==> src/rtl/uart_tx_fsm_if.sv <==
// Handshake bundle between the UART frame controller, its upstream byte source
// and the TX serializer.
interface uart_tx_fsm_if #(
  parameter int unsigned DATA_LENGTH = 8
);
  logic                   Data_valid;
  logic [DATA_LENGTH-1:0] P_DATA;
  logic                   PAR_EN;
  logic                   PAR_TYP;
  logic                   ser_data;
  logic                   ser_done;
  logic                   ser_en;
  logic                   TX_OUT;
  logic                   busy;

  modport master (
    output Data_valid, P_DATA, PAR_EN, PAR_TYP, ser_data, ser_done,
    input  ser_en, TX_OUT, busy
  );

  modport slave (
    input  Data_valid, P_DATA, PAR_EN, PAR_TYP, ser_data, ser_done,
    output ser_en, TX_OUT, busy
  );
endinterface

==> src/rtl/uart_tx_fsm.sv <==
// UART transmit frame controller: sequences start, data, optional parity and
// stop phases on TX_OUT and paces the serializer through ser_en.
module uart_tx_fsm #(
  parameter int unsigned DATA_LENGTH = 8
) (
  input  logic          CLK,
  input  logic          RST,
  uart_tx_fsm_if.slave  bus
);

  localparam logic [2:0] IDLE   = 3'd0;
  localparam logic [2:0] START  = 3'd1;
  localparam logic [2:0] DATA   = 3'd2;
  localparam logic [2:0] PARITY = 3'd3;
  localparam logic [2:0] STOP   = 3'd4;

  logic [2:0] state;
  logic [2:0] next_state;
  logic       accept_c;
  logic       par_bit_r;
  logic       par_en_r;

  // State register
  always_ff @(posedge CLK or posedge RST) begin
    if (RST) begin
      state <= IDLE;
    end else begin
      state <= next_state;
    end
  end

  // Next-state logic; Data_valid only matters in IDLE
  always_comb begin
    next_state = state;
    accept_c   = 1'b0;
    case (state)
      IDLE: begin
        if (bus.Data_valid) begin
          next_state = START;
          accept_c   = 1'b1;
        end
      end
      START:  next_state = DATA;
      DATA: begin
        if (bus.ser_done) begin
          next_state = par_en_r ? PARITY : STOP;
        end
      end
      PARITY: next_state = STOP;
      STOP:   next_state = IDLE;
      default: next_state = IDLE;
    endcase
  end

  // Frame configuration captured once at acceptance so mid-frame changes are inert
  always_ff @(posedge CLK or posedge RST) begin
    if (RST) begin
      par_bit_r <= 1'b0;
      par_en_r  <= 1'b0;
    end else if (accept_c) begin
      par_bit_r <= (^bus.P_DATA[DATA_LENGTH-1:0]) ^ bus.PAR_TYP;
      par_en_r  <= bus.PAR_EN;
    end
  end

  // Outputs decoded straight from the state register; async reset forces the idle-high line
  always_comb begin
    bus.TX_OUT = 1'b1;
    bus.ser_en = 1'b0;
    bus.busy   = (state != IDLE);
    case (state)
      START: begin
        bus.TX_OUT = 1'b0;
        bus.ser_en = 1'b1;
      end
      DATA: begin
        bus.TX_OUT = bus.ser_data;
        bus.ser_en = ~bus.ser_done;
      end
      PARITY:  bus.TX_OUT = par_bit_r;
      default: bus.TX_OUT = 1'b1;
    endcase
  end

endmodule

==> src/flat_wrapper.sv <==
// flat-port wrapper written by rule: the top's interface ports become plain ports
module uart_tx_fsm_flat 
#(
  parameter int unsigned DATA_LENGTH = 8
)
  (CLK, RST, bus_Data_valid, bus_P_DATA, bus_PAR_EN, bus_PAR_TYP, bus_ser_data, bus_ser_done, bus_ser_en, bus_TX_OUT, bus_busy);
  uart_tx_fsm_if #(.DATA_LENGTH(DATA_LENGTH)) bus_i ();
  input  logic CLK;
  input  logic RST;
  input wire logic [$bits(bus_i.Data_valid)-1:0] bus_Data_valid;
  input wire logic [$bits(bus_i.P_DATA)-1:0] bus_P_DATA;
  input wire logic [$bits(bus_i.PAR_EN)-1:0] bus_PAR_EN;
  input wire logic [$bits(bus_i.PAR_TYP)-1:0] bus_PAR_TYP;
  input wire logic [$bits(bus_i.ser_data)-1:0] bus_ser_data;
  input wire logic [$bits(bus_i.ser_done)-1:0] bus_ser_done;
  output wire logic [$bits(bus_i.ser_en)-1:0] bus_ser_en;
  output wire logic [$bits(bus_i.TX_OUT)-1:0] bus_TX_OUT;
  output wire logic [$bits(bus_i.busy)-1:0] bus_busy;
  assign bus_i.Data_valid = bus_Data_valid;
  assign bus_i.P_DATA = bus_P_DATA;
  assign bus_i.PAR_EN = bus_PAR_EN;
  assign bus_i.PAR_TYP = bus_PAR_TYP;
  assign bus_i.ser_data = bus_ser_data;
  assign bus_i.ser_done = bus_ser_done;
  assign bus_ser_en = bus_i.ser_en;
  assign bus_TX_OUT = bus_i.TX_OUT;
  assign bus_busy = bus_i.busy;
  uart_tx_fsm #(.DATA_LENGTH(DATA_LENGTH)) u_core (.CLK(CLK), .RST(RST), .bus(bus_i));
endmodule
==> config.mk <==
export PLATFORM = sky130hd
export DESIGN_NAME = uart_tx_fsm_flat
export DESIGN_NICKNAME = d
export VERILOG_FILES = /design/src/rtl/uart_tx_fsm_if.sv /design/src/rtl/uart_tx_fsm.sv /design/src/flat_wrapper.sv
export SDC_FILE = /design/constraint.sdc
export NUM_CORES = 1
export LEC_CHECK = 0
export CAP_MARGIN = 30
export CORE_AREA = 2 2 39 41
export DETAILED_ROUTE_END_ITERATION = 12
export DIE_AREA = 0 0 41 43
export SETUP_SLACK_MARGIN = 0.05
export SLEW_MARGIN = 20
export SYNTH_ARGS = -nofsm -noshare
export SYNTH_HDL_FRONTEND = slang
export SYNTH_SLANG_ARGS = --single-unit
==> constraint.sdc <==
create_clock -name CLK -period 1.5 [get_ports CLK]
set_input_delay 0.3 -clock CLK [delete_from_list [all_inputs] [get_ports CLK]]
set_output_delay 0.3 -clock CLK [all_outputs]
set_load 0.03 [all_outputs]
[Word-level counts from Yosys, hierarchy flattened]
Index checks and enable logic that the tools add are counted.
Cells by class
  equality and inequality tests: 5
  multiplexer cells: 8
  bitwise operators: 2
  reductions and logical operators: 4
Operators by type and width (number)
  one-hot mux 3 bit (4 select lines): 1
  two-way mux 3 bit: 3
  parity 8 bit: 1
  == test 3 x 2 -> 1 bit (second input constant): 2
  != test 2 bit (second input constant): 2
  == test 3 x 1 -> 1 bit (second input constant): 1
  logical NOT 3 bit: 1
  one-hot mux 1 bit (3 select lines): 1
  nonzero test 3 bit: 1
  two-way mux 1 bit: 2
  one-hot mux 1 bit (2 select lines): 1
  AND reduction 2 bit: 1
  NOT 1 bit: 1
  bitwise XOR 1 bit: 1
Storage, ports and cells
  flip-flop bits (word level): 5
  input port bits: 15
  word-level logic and storage cells: 22

[Logic depth before layout (Yosys ltp)]
Gate-level depths: netlist of the first run.
  depth in word-level cells: 3
  depth in mapped cells: 4

[Least setup slack after synthesis of the first run]
No wires, ideal clock.
  path type: reg2out
  start: register u_core.state[0]
  end: output bus_ser_en
  data arrival time: 1.398 ns
  required time: 1.200 ns
  path slack: -0.198 ns
  cell stages (with the launch flop): 4
  cell sequence: dfrtp_1 clkbuf_1 or3_1 a21oi_1
Between the ends
  word-level cells in the longest chain between the ends: 2
  elaborated cells between the ends (all ways): 3
  classes of those cells: 2 x eq/ne; 1 x mux
RTL lines
  from (decl): line uart_tx_fsm.sv:17  | logic [2:0] state;
  from (signal assigned): line uart_tx_fsm.sv:28  | state <= next_state;
  == test 3 x 2 -> 1 bit or == test 3 x 1 -> 1 bit (tied branches): line uart_tx_fsm.sv:71  | case (state)
  one-hot mux 1 bit (2 select lines) (*): line uart_tx_fsm.sv:71
  to (decl): line flat_wrapper.sv:16  | output wire logic [$bits(bus_i.ser_en)-1:0] bus_ser_en;
Every way passes the cells marked *; elsewhere a longest branch is shown, timed or not.

[Final worst setup path of the first run]
Ends and elaborated chain as after synthesis.

==> results.cfg, run 1 <==
[setup_path]
critical_path.cell_chain = buf_6 -> or3_4 -> a21oi_4 -> buf_6
endpoint_kind = output port
critical_path.max_fanout = 4
critical_path.top_delay_family = flip-flops
cp_slowest_cell = dfrtp_1
cp.required_ns = 1.20
crit_top_cell = buf_6
worstSetupPathType = flop to output port
worst_ep_arrival_time_ns = 1.43
start_kind = flop
critPathMaxStageDelay_ns = 0.41
path_buf_inv = 2

[timing]
period_minus_slack_ns = 1.73
slew_violations = 0
max_slew_margin = 0.821
rsz0062_at_grt = yes
max_freq_ghz = 0.577
tightest_slew_ns = 0.267
fin_ws_ns = -0.233
skew_ns = 0.00305
setup_viol = 3
setup_tns_ns = -0.531
hold_viol_final = 0
fin_crit_sh = 1.16

[floorplan]
die_w_um = 41
dieHeight_um = 43
rows = 14
floorplan.initialDensity = 0.249
fp.dieArea_sq_um = 1760
ioPinCount = 18
coreArea_sq_um = 1380

[layout]
drive_above_1_share = 0.400
antenna_cells = 0
final_cell_mix = clkdlybuf4s50_1 (10), buf_6 (8), buf_4 (5), dfrtp_1 (5)
fin_cells = 81
nNetsFinal = 81
final.fill_count = 137
final_common_cell = clkdlybuf4s50_1
area_growth_pct = 98.9

[drt]
vias_per_cell = 4.35
drtAntennaViolNets = 0
vias = 352
drt_iter0_drc = 4
drc = 0
wire_per_inst_um = 10.8
totalWireLength_um = 873
dr.pass1.iters = 2

[global_routing]
grt_usage = 0.130
grt-ovfl-total = 0
grt_pass1_vias = 364
grt_max_degree = 6
grt_pass1_wl_um = 1520
antenna_found_initial = 0

[placed_design]
io_buffers = 17
gp_congestion = 0.728
hpwl_um = 604
dpl.cell_count = 74

[run]
max-cap-violations = 0

[synth]
yosysWarnings = 0
yosysSeqAreaShare = 0.364
synth-compound-area-share = 0.113
syn_area_sq_um = 344
avgSynthCellArea_sq_um = 9.83
synth-seq-cells = 5
synth_xor_area_frac = 0.244
syn_inst = 35
synth-adder-area-share = 0
yosysTopAreaCellShare = 0.364
syn_nets = 50
synth_top_family_by_area = XOR/XNOR gates
synthSimpleGateAreaFrac = 0.193
synthMuxAreaShare = 0.0436
synth.distinct_cells = 17
synth_largest_area_cell = dfrtp_1
synth_area_leaders = dfrtp_1 (36%), xnor2_1 (10%), a21oi_1 (7.3%), xnor3_2 (6.9%), xnor2_2 (4.7%)

[clock_tree]
cts_buffer_depth = 2
htree_levels = 1
clkTransAtPathRegs_ns = 0.04
cts_buffers = 3
root_buffer = clkbuf_4
cts_sinks = 5
insertion_delay_ns = 0.24
cts_tree = yes

[power]
p_leak_nw = 0.313
peakVddDrop_uv = 954
powerDensity_nw_per_um2 = 1860
finalPower_w = 0.00127

[min_path]
hp-class = input port to asynchronous set/reset pin

[status]
status = finished, violations left
violations = setup timing
[cell families (layout without fill, tap and decap cells)]
kind of cell,after synthesis,after routing
and+or+nand+nor,11,11
AOI/OAI and AO/OA,7,7
xor gates and xnor gates,7,7
DFF,5,5
buffers and inverters,4,34
muxes,1,1
[final cells by class]
| cell class | count | area, sq um | share of cell area |
|---|---|---|---|
| Timing Repair Buffer | 27 | 263 | 0.384 |
| Multi-Input combinational cell | 26 | 239 | 0.349 |
| Sequential cell | 5 | 125 | 0.183 |
| Clock buffer | 4 | 26.3 | 0.0384 |
| Tap cell | 16 | 20.0 | 0.0293 |
| Inverter | 3 | 11.3 | 0.0165 |
[through the flow]
step                utilization  hold slack, ns  instance area, sq um  setup slack (ns)
floorplan                     -          0.0785                   362            0.0698
global placement          0.431           0.514                   597            -0.523
detailed placement        0.431           0.520                   597            -0.528
CTS                       0.483           0.262                   668            -0.229
global route              0.495           0.285                   684            -0.284
finish                    0.495           0.255                   684            -0.233
[registers in the layout, summed over array words and instances (netlist names)]
name,count
u_core.par_bit_r,1
u_core.par_en_r,1
u_core.state,3
[synth_stat cells]
| cell type | n |
|---|---|
| xnor2_2 | 1 |
| clkbuf_1 | 1 |
| and3_1 | 1 |
| xnor3_2 | 1 |
| o21ai_0 | 1 |
| mux2_4 | 1 |
| a21oi_1 | 5 |
| xor2_1 | 1 |
| nand2_1 | 3 |
| or2_2 | 1 |
| inv_1 | 3 |
| nor3_1 | 3 |
| or3_1 | 2 |
| a211o_1 | 1 |
| nor4b_2 | 1 |
| dfrtp_1 | 5 |
| xnor2_1 | 4 |
[what timing repair did]
| action | 4_1_cts | 5_1_grt |
|---|---|---|
| gates resized for setup | 24 | 7 |
| hold buffers | 0 | 0 |
| endpoints found under the setup margin | 4 | 5 |
| pin swaps | 4 | 1 |
| buffers inserted | 3 | 1 |
| endpoints found under the hold margin | 0 | 0 |
[path summary, 6_finish.rpt]
| check | from | to | slack, ns | cells after the start |
|---|---|---|---|---|
| max | u_core.state[0]$_DFFE_PP0P_ | bus_ser_en | -0.23 | 4 |
| min | RST | u_core.par_en_r$_DFFE_PP0P_ | 0.25 | 2 |
| min in group CLK | u_core.par_en_r$_DFFE_PP0P_ | u_core.par_en_r$_DFFE_PP0P_ | 0.56 | 2 |
| max reg2reg | u_core.state[1]$_DFFE_PP0P_ | u_core.par_bit_r$_DFFE_PP0P_ | 0.04 | 5 |
| max in group asynchronous | RST | u_core.state[2]$_DFFE_PP0P_ | 1.07 | 2 |
| min reg2reg | u_core.par_en_r$_DFFE_PP0P_ | u_core.par_en_r$_DFFE_PP0P_ | 0.56 | 2 |
[layer usage]
| layer | share of wire | track usage | vias up |
|---|---|---|---|
| li1 | - | - | 182 |
| met1 | 0.44 | 0.162 | 155 |
| met2 | 0.48 | 0.191 | 12 |
| met3 | 0.058 | 0.0314 | 3 |
| met4 | 0.022 | 0.0800 | 0 |
| met5 | 0 | 0 | - |
[report_power, final]
part           internal [W]  switching [W]
Sequential         0.000197      0.0000526
Clock              0.000100      0.0000525
Combinational      0.000493       0.000375
Total              0.000791       0.000480
Note: power is estimated with default switching activity, not from simulation.
==> run 2: changes to the inputs <==
- RECOVER_POWER: not set -> 50
==> run 2 against run 1 <==
The flow still finishes with violations (setup timing). Via count unchanged. Total power about the same. Setup slack about the same. Sequential power about the same. Final cell count unchanged. Clock skew unchanged. Maximum frequency unchanged. Design area unchanged. Critical path type unchanged.
==> results.cfg, run 2 (synthesized netlist as in run 1, its figures left out) <==
[placed_design]
pre_cts_slack_ns = -0.528
placed_cell_area_sq_um = 597
gp_congestion = 0.728
io_buffers = 17
hpwl_um = 604

[timing]
period_minus_slack_ns = 1.73
setup_viol = 3
max_slew_margin = 0.821
skew_ns = 0.00305
timing.hold.ws_ns = 0.392
slew_violations = 0
tightest_slew_ns = 0.267
fin_ws_ns = -0.233
hold_viol_final = 0
rsz0062_at_grt = yes
fin_crit_sh = 1.16
max_freq_ghz = 0.577
setup_tns_ns = -0.531

[setup_path]
start_kind = flop
critical_path.max_fanout = 4
crit-reg2reg-launch = u_core.state[1]$_DFFE_PP0P_
cp.required_ns = 1.20
worst_ep_arrival_time_ns = 1.43
critical_path.startpoint = u_core.state[0]$_DFFE_PP0P_
endpoint_kind = output port
worstSetupPathType = flop to output port

[drt]
drtAntennaViolNets = 0
drc = 0
dr.pass1.iters = 2
vias = 352
vias_per_cell = 4.35
drt_iter0_drc = 4
totalWireLength_um = 873
wire_per_inst_um = 10.8

[layout]
stdcell_area_sq_um = 684
area_growth_pct = 98.9
antenna_cells = 0
largest_reg_flops = 3
final_cell_mix = clkdlybuf4s50_1 (9), buf_6 (8), buf_4 (5), dfrtp_1 (5)
final_common_cell = clkdlybuf4s50_1
drive_above_1_share = 0.400
nNetsFinal = 81
top_regs = u_core.state: 3 flops, u_core.par_bit_r: 1 flops, u_core.par_en_r: 1 flops
top_register = u_core.state

[status]
violations = setup timing
status = finished, violations left

[power]
powerDensity_nw_per_um2 = 1860
p_leak_nw = 0.313
peakVddDrop_uv = 953
finalPower_w = 0.00127

[floorplan]
rows = 14
dieHeight_um = 43
die_w_um = 41
coreArea_sq_um = 1380
ioPinCount = 18
fp.dieArea_sq_um = 1760
floorplan.initialDensity = 0.249

[run]
max-cap-violations = 0

[global_routing]
grt-ovfl-total = 0
grt_pass1_wl_um = 1520
antenna_found_initial = 0
grt_max_degree = 6
grt_pass1_vias = 364
grt_usage = 0.130

[clock_tree]
ctsHoldBuffers = 0
cts_buffer_depth = 2
cts_buffers = 3
insertion_delay_ns = 0.24
root_buffer = clkbuf_4
clkTransAtPathRegs_ns = 0.04
cts_tree = yes
htree_levels = 1
cts_sinks = 5

[min_path]
hp-class = input port to asynchronous set/reset pin
==> run 2: changes by cell type in the layout (fill, tap and decap cells not counted) <==
cell	change
clkdlybuf4s50_1	-1
dlygate4sd3_1	+1
==> run 2: final cells by class <==
cell class	count	area [sq um]
Inverter	3	11.3
Multi-Input combinational cell	26	239
Tap cell	16	20.0
Clock buffer	4	26.3
Timing Repair Buffer	27	263
Fill cell	137	699
Sequential cell	5	125
==> run 2: repair_timing <==
action	4_1_cts	5_1_grt
resized for setup	24	7
endpoints found under the setup margin	4	5
pin swaps	4	1
setup buffers	3	1
hold endpoints to repair	0	0
==> run 2: final timing paths <==
| path | to | slack, ns | cells after the start |
|---|---|---|---|
| worst max-delay path | bus_ser_en | -0.23 | 4 |
| worst min-delay path | u_core.par_en_r$_DFFE_PP0P_ | 0.39 | 2 |
| worst max register to register | u_core.par_bit_r$_DFFE_PP0P_ | 0.04 | 5 |
| worst min register to register | u_core.par_en_r$_DFFE_PP0P_ | 0.56 | 2 |
| max in group asynchronous | u_core.state[2]$_DFFE_PP0P_ | 0.94 | 2 |
| min in group CLK | u_core.par_en_r$_DFFE_PP0P_ | 0.56 | 2 |
==> run 2: metrics by stage <==
| stage | util | instances |
|---|---|---|
| after global placement | 0.431 | 74 |
| after CTS | 0.483 | 81 |
| after floorplan | - | 35 |
| after global routing | 0.495 | 81 |
| after detailed placement | 0.431 | 74 |
| final | 0.495 | 81 |
==> run 2: critical path: stages (launching register included) <==
cell	delay, ns
dfrtp_1	0.41
buf_6	0.14
or3_4	0.38
a21oi_4	0.13
buf_6	0.14
==> run 2: report_power, final <==
part | leakage [nW] | switching (W) | internal (W)
registers | 0.0632 | 0.0000526 | 0.000197
logic | 0.235 | 0.000375 | 0.000493
clock network | 0.0150 | 0.0000525 | 0.000100
==> run 2: metal layers <==
| layer | up-vias | global-route usage | part of all wire |
|---|---|---|---|
| li1 | 182 | - | - |
| met1 | 155 | 0.162 | 0.44 |
| met2 | 12 | 0.191 | 0.48 |
| met3 | 3 | 0.0314 | 0.062 |
| met4 | 0 | 0.0800 | 0.022 |
| met5 | - | 0 | 0 |
==> run 3: changes to the inputs <==
- GPL_ROUTABILITY_DRIVEN: not set -> 0
- GPL_TIMING_DRIVEN: not set -> 0
==> run 3 against run 2 <==
The run still ends with setup timing left. Clock skew barely moved. Maximum frequency rose by 8.2%. Via count fell by 5.4%. Die area did not move. Wire length fell by 18%. Combinational power fell by 13%. Count of clock-buffer cells in the layout did not move. Setup slack improved by 0.13 ns. Highest routed layer is now met3.
==> results.cfg, run 3 (synthesized netlist as in run 1, its figures left out) <==
[status]
violations = setup timing
status = finished, violations left

[placed_design]
io_buffers = 17
pre_cts_slack_ns = -0.703
placed_cell_area_sq_um = 552
hpwl_um = 543

[power]
p_leak_nw = 0.317
powerDensity_nw_per_um2 = 1790
power.share.clock = 0.129
combPwrFrac = 0.645
peakVddDrop_uv = 629
p_sw_w = 0.000445
power.internal_w = 0.000724
seqPwrFrac = 0.226
swShare = 0.381

[clock_tree]
insertion_delay_ns = 0.24
root_buffer = clkbuf_4
ctsHoldBuffers = 0
cts_buffer_depth = 2
cts_sinks = 5
htree_levels = 1
cts_tree = yes
clkTransAtPathRegs_ns = 0.04
cts_buffers = 3

[floorplan]
floorplan.initialDensity = 0.249
rows = 14
coreArea_sq_um = 1380
die_w_um = 41
ioPinCount = 18
fp.dieArea_sq_um = 1760
dieHeight_um = 43

[timing]
max_freq_ghz = 0.624
skew_ns = 0.00282
max_slew_margin = 0.837
rsz0062_at_grt = yes
fin_crit_sh = 1.07
tightest_slew_ns = 0.244
slew_violations = 0
setup_viol = 3
fin_ws_ns = -0.102
period_minus_slack_ns = 1.60
setup_tns_ns = -0.254
hold_viol_final = 0

[setup_path]
path_buf_inv = 2
endpoint_kind = output port
start_kind = flop
critical_path.top_delay_family = simple AND/OR/NAND/NOR gates
worst_ep_arrival_time_ns = 1.30
rr_endpoint = u_core.par_bit_r$_DFFE_PP0P_
critPathMaxStageDelay_ns = 0.39
ff2ff_path_depth = 4
worstSetupPathType = flop to output port
crit-reg2reg-launch = u_core.state[0]$_DFFE_PP0P_
cp.required_ns = 1.20
cp_slowest_cell = or3_4
r2r_slack_ns = 0.08
critical_path.cell_chain = inv_2 -> or3_4 -> a21oi_4 -> buf_6
critical_path.max_fanout = 3

[layout]
area_growth_pct = 89.8
nNetsFinal = 77
largest_reg_flops = 3
antenna_cells = 0
post-route-util = 0.472
final.fill_count = 142
drive_above_1_share = 0.410
stdcell_area_sq_um = 653
top_regs = u_core.state: 3 flops, u_core.par_bit_r: 1 flops, u_core.par_en_r: 1 flops
top_register = u_core.state
final_cell_mix = dlygate4sd2_1 (6), buf_4 (6), clkdlybuf4s50_1 (5)

[drt]
drtAntennaViolNets = 0
drt_iter0_drc = 0
dr.pass1.iters = 1
vias = 333
totalWireLength_um = 718
wire_per_inst_um = 9.32
drc = 0
vias_per_cell = 4.32

[global_routing]
grt_max_degree = 8
grt_pass1_wl_um = 1150
grt_pass1_vias = 294
grt_usage = 0.0982
grt-ovfl-total = 0
antenna_found_initial = 0

[min_path]
hp-class = input port to asynchronous set/reset pin

[run]
max-cap-violations = 0
-- run 3: cell count changes in the layout (fill, tap and decap cells not counted), sizes merged --
cell and delta:
buf -4, clkdlybuf4s50 -4, dlymetal6s2s +2, dlygate4sd2 +2
-- run 3: power by group through the flow --
stage | Combinational, W | Clock, W | Sequential, W
finish | 0.000754 | 0.000151 | 0.000264
global route | 0.000805 | 0.000173 | 0.000273
CTS | 0.000709 | 0.000159 | 0.000262
detailed placement | 0.000584 | 0 | 0.000251
global placement | 0.000581 | 0 | 0.000250
floorplan | 0.000408 | 0 | 0.000238
-- run 3: what timing repair did --
action,in CTS,in global routing
resized for setup,32,5
setup buffers,5,1
cloned,0,0
endpoints found under the setup margin,4,4
pin swaps,8,4
-- run 3: area by class of cell --
cell class	count	area (sq um)	area share
sequential	5	128	0.195
timing repair buffer	23	216	0.331
tap	16	20.0	0.0307
multi-input combinational	26	251	0.385
inverter	3	11.3	0.0172
clock buffer	4	26.3	0.0402
-- run 3: worst max-delay path by stage --
stage,startpoint,end,slack [ns],cells past startpoint
CTS,u_core.state[0]$_DFFE_PP0P_,bus_ser_en,-0.10,3
detailed placement,bus_ser_done,bus_ser_en,-0.70,4
finish,u_core.state[1]$_DFFE_PP0P_,bus_ser_en,-0.10,4
floorplan,u_core.state[0]$_DFFE_PP0P_,bus_ser_en,0.07,3
global route,u_core.state[1]$_DFFE_PP0P_,bus_ser_en,-0.15,4
global placement,bus_ser_done,bus_ser_en,-0.70,4
-- run 3: per-layer routing --
layer  vias to the layer above  GRT usage  part of all wire
li1                        173          -                 -
met1                       151      0.139              0.45
met2                         9      0.125              0.48
met3                         0     0.0314             0.071
met4                         0     0.0600                 0
met5                         -          0                 0
-- run 3: through the flow --
| stage | std cells | total power, W | hold WS (ns) |
|---|---|---|---|
| 4_1_cts | 76 | 0.00113 | 0.261 |
| 3_5_place_dp | 68 | 0.000835 | 0.510 |
| 6_report | 77 | 0.00117 | 0.399 |
| 5_1_grt | 77 | 0.00125 | 0.410 |
| 2_1_floorplan | 35 | 0.000646 | 0.0785 |
| 3_3_place_gp | 68 | 0.000830 | 0.507 |
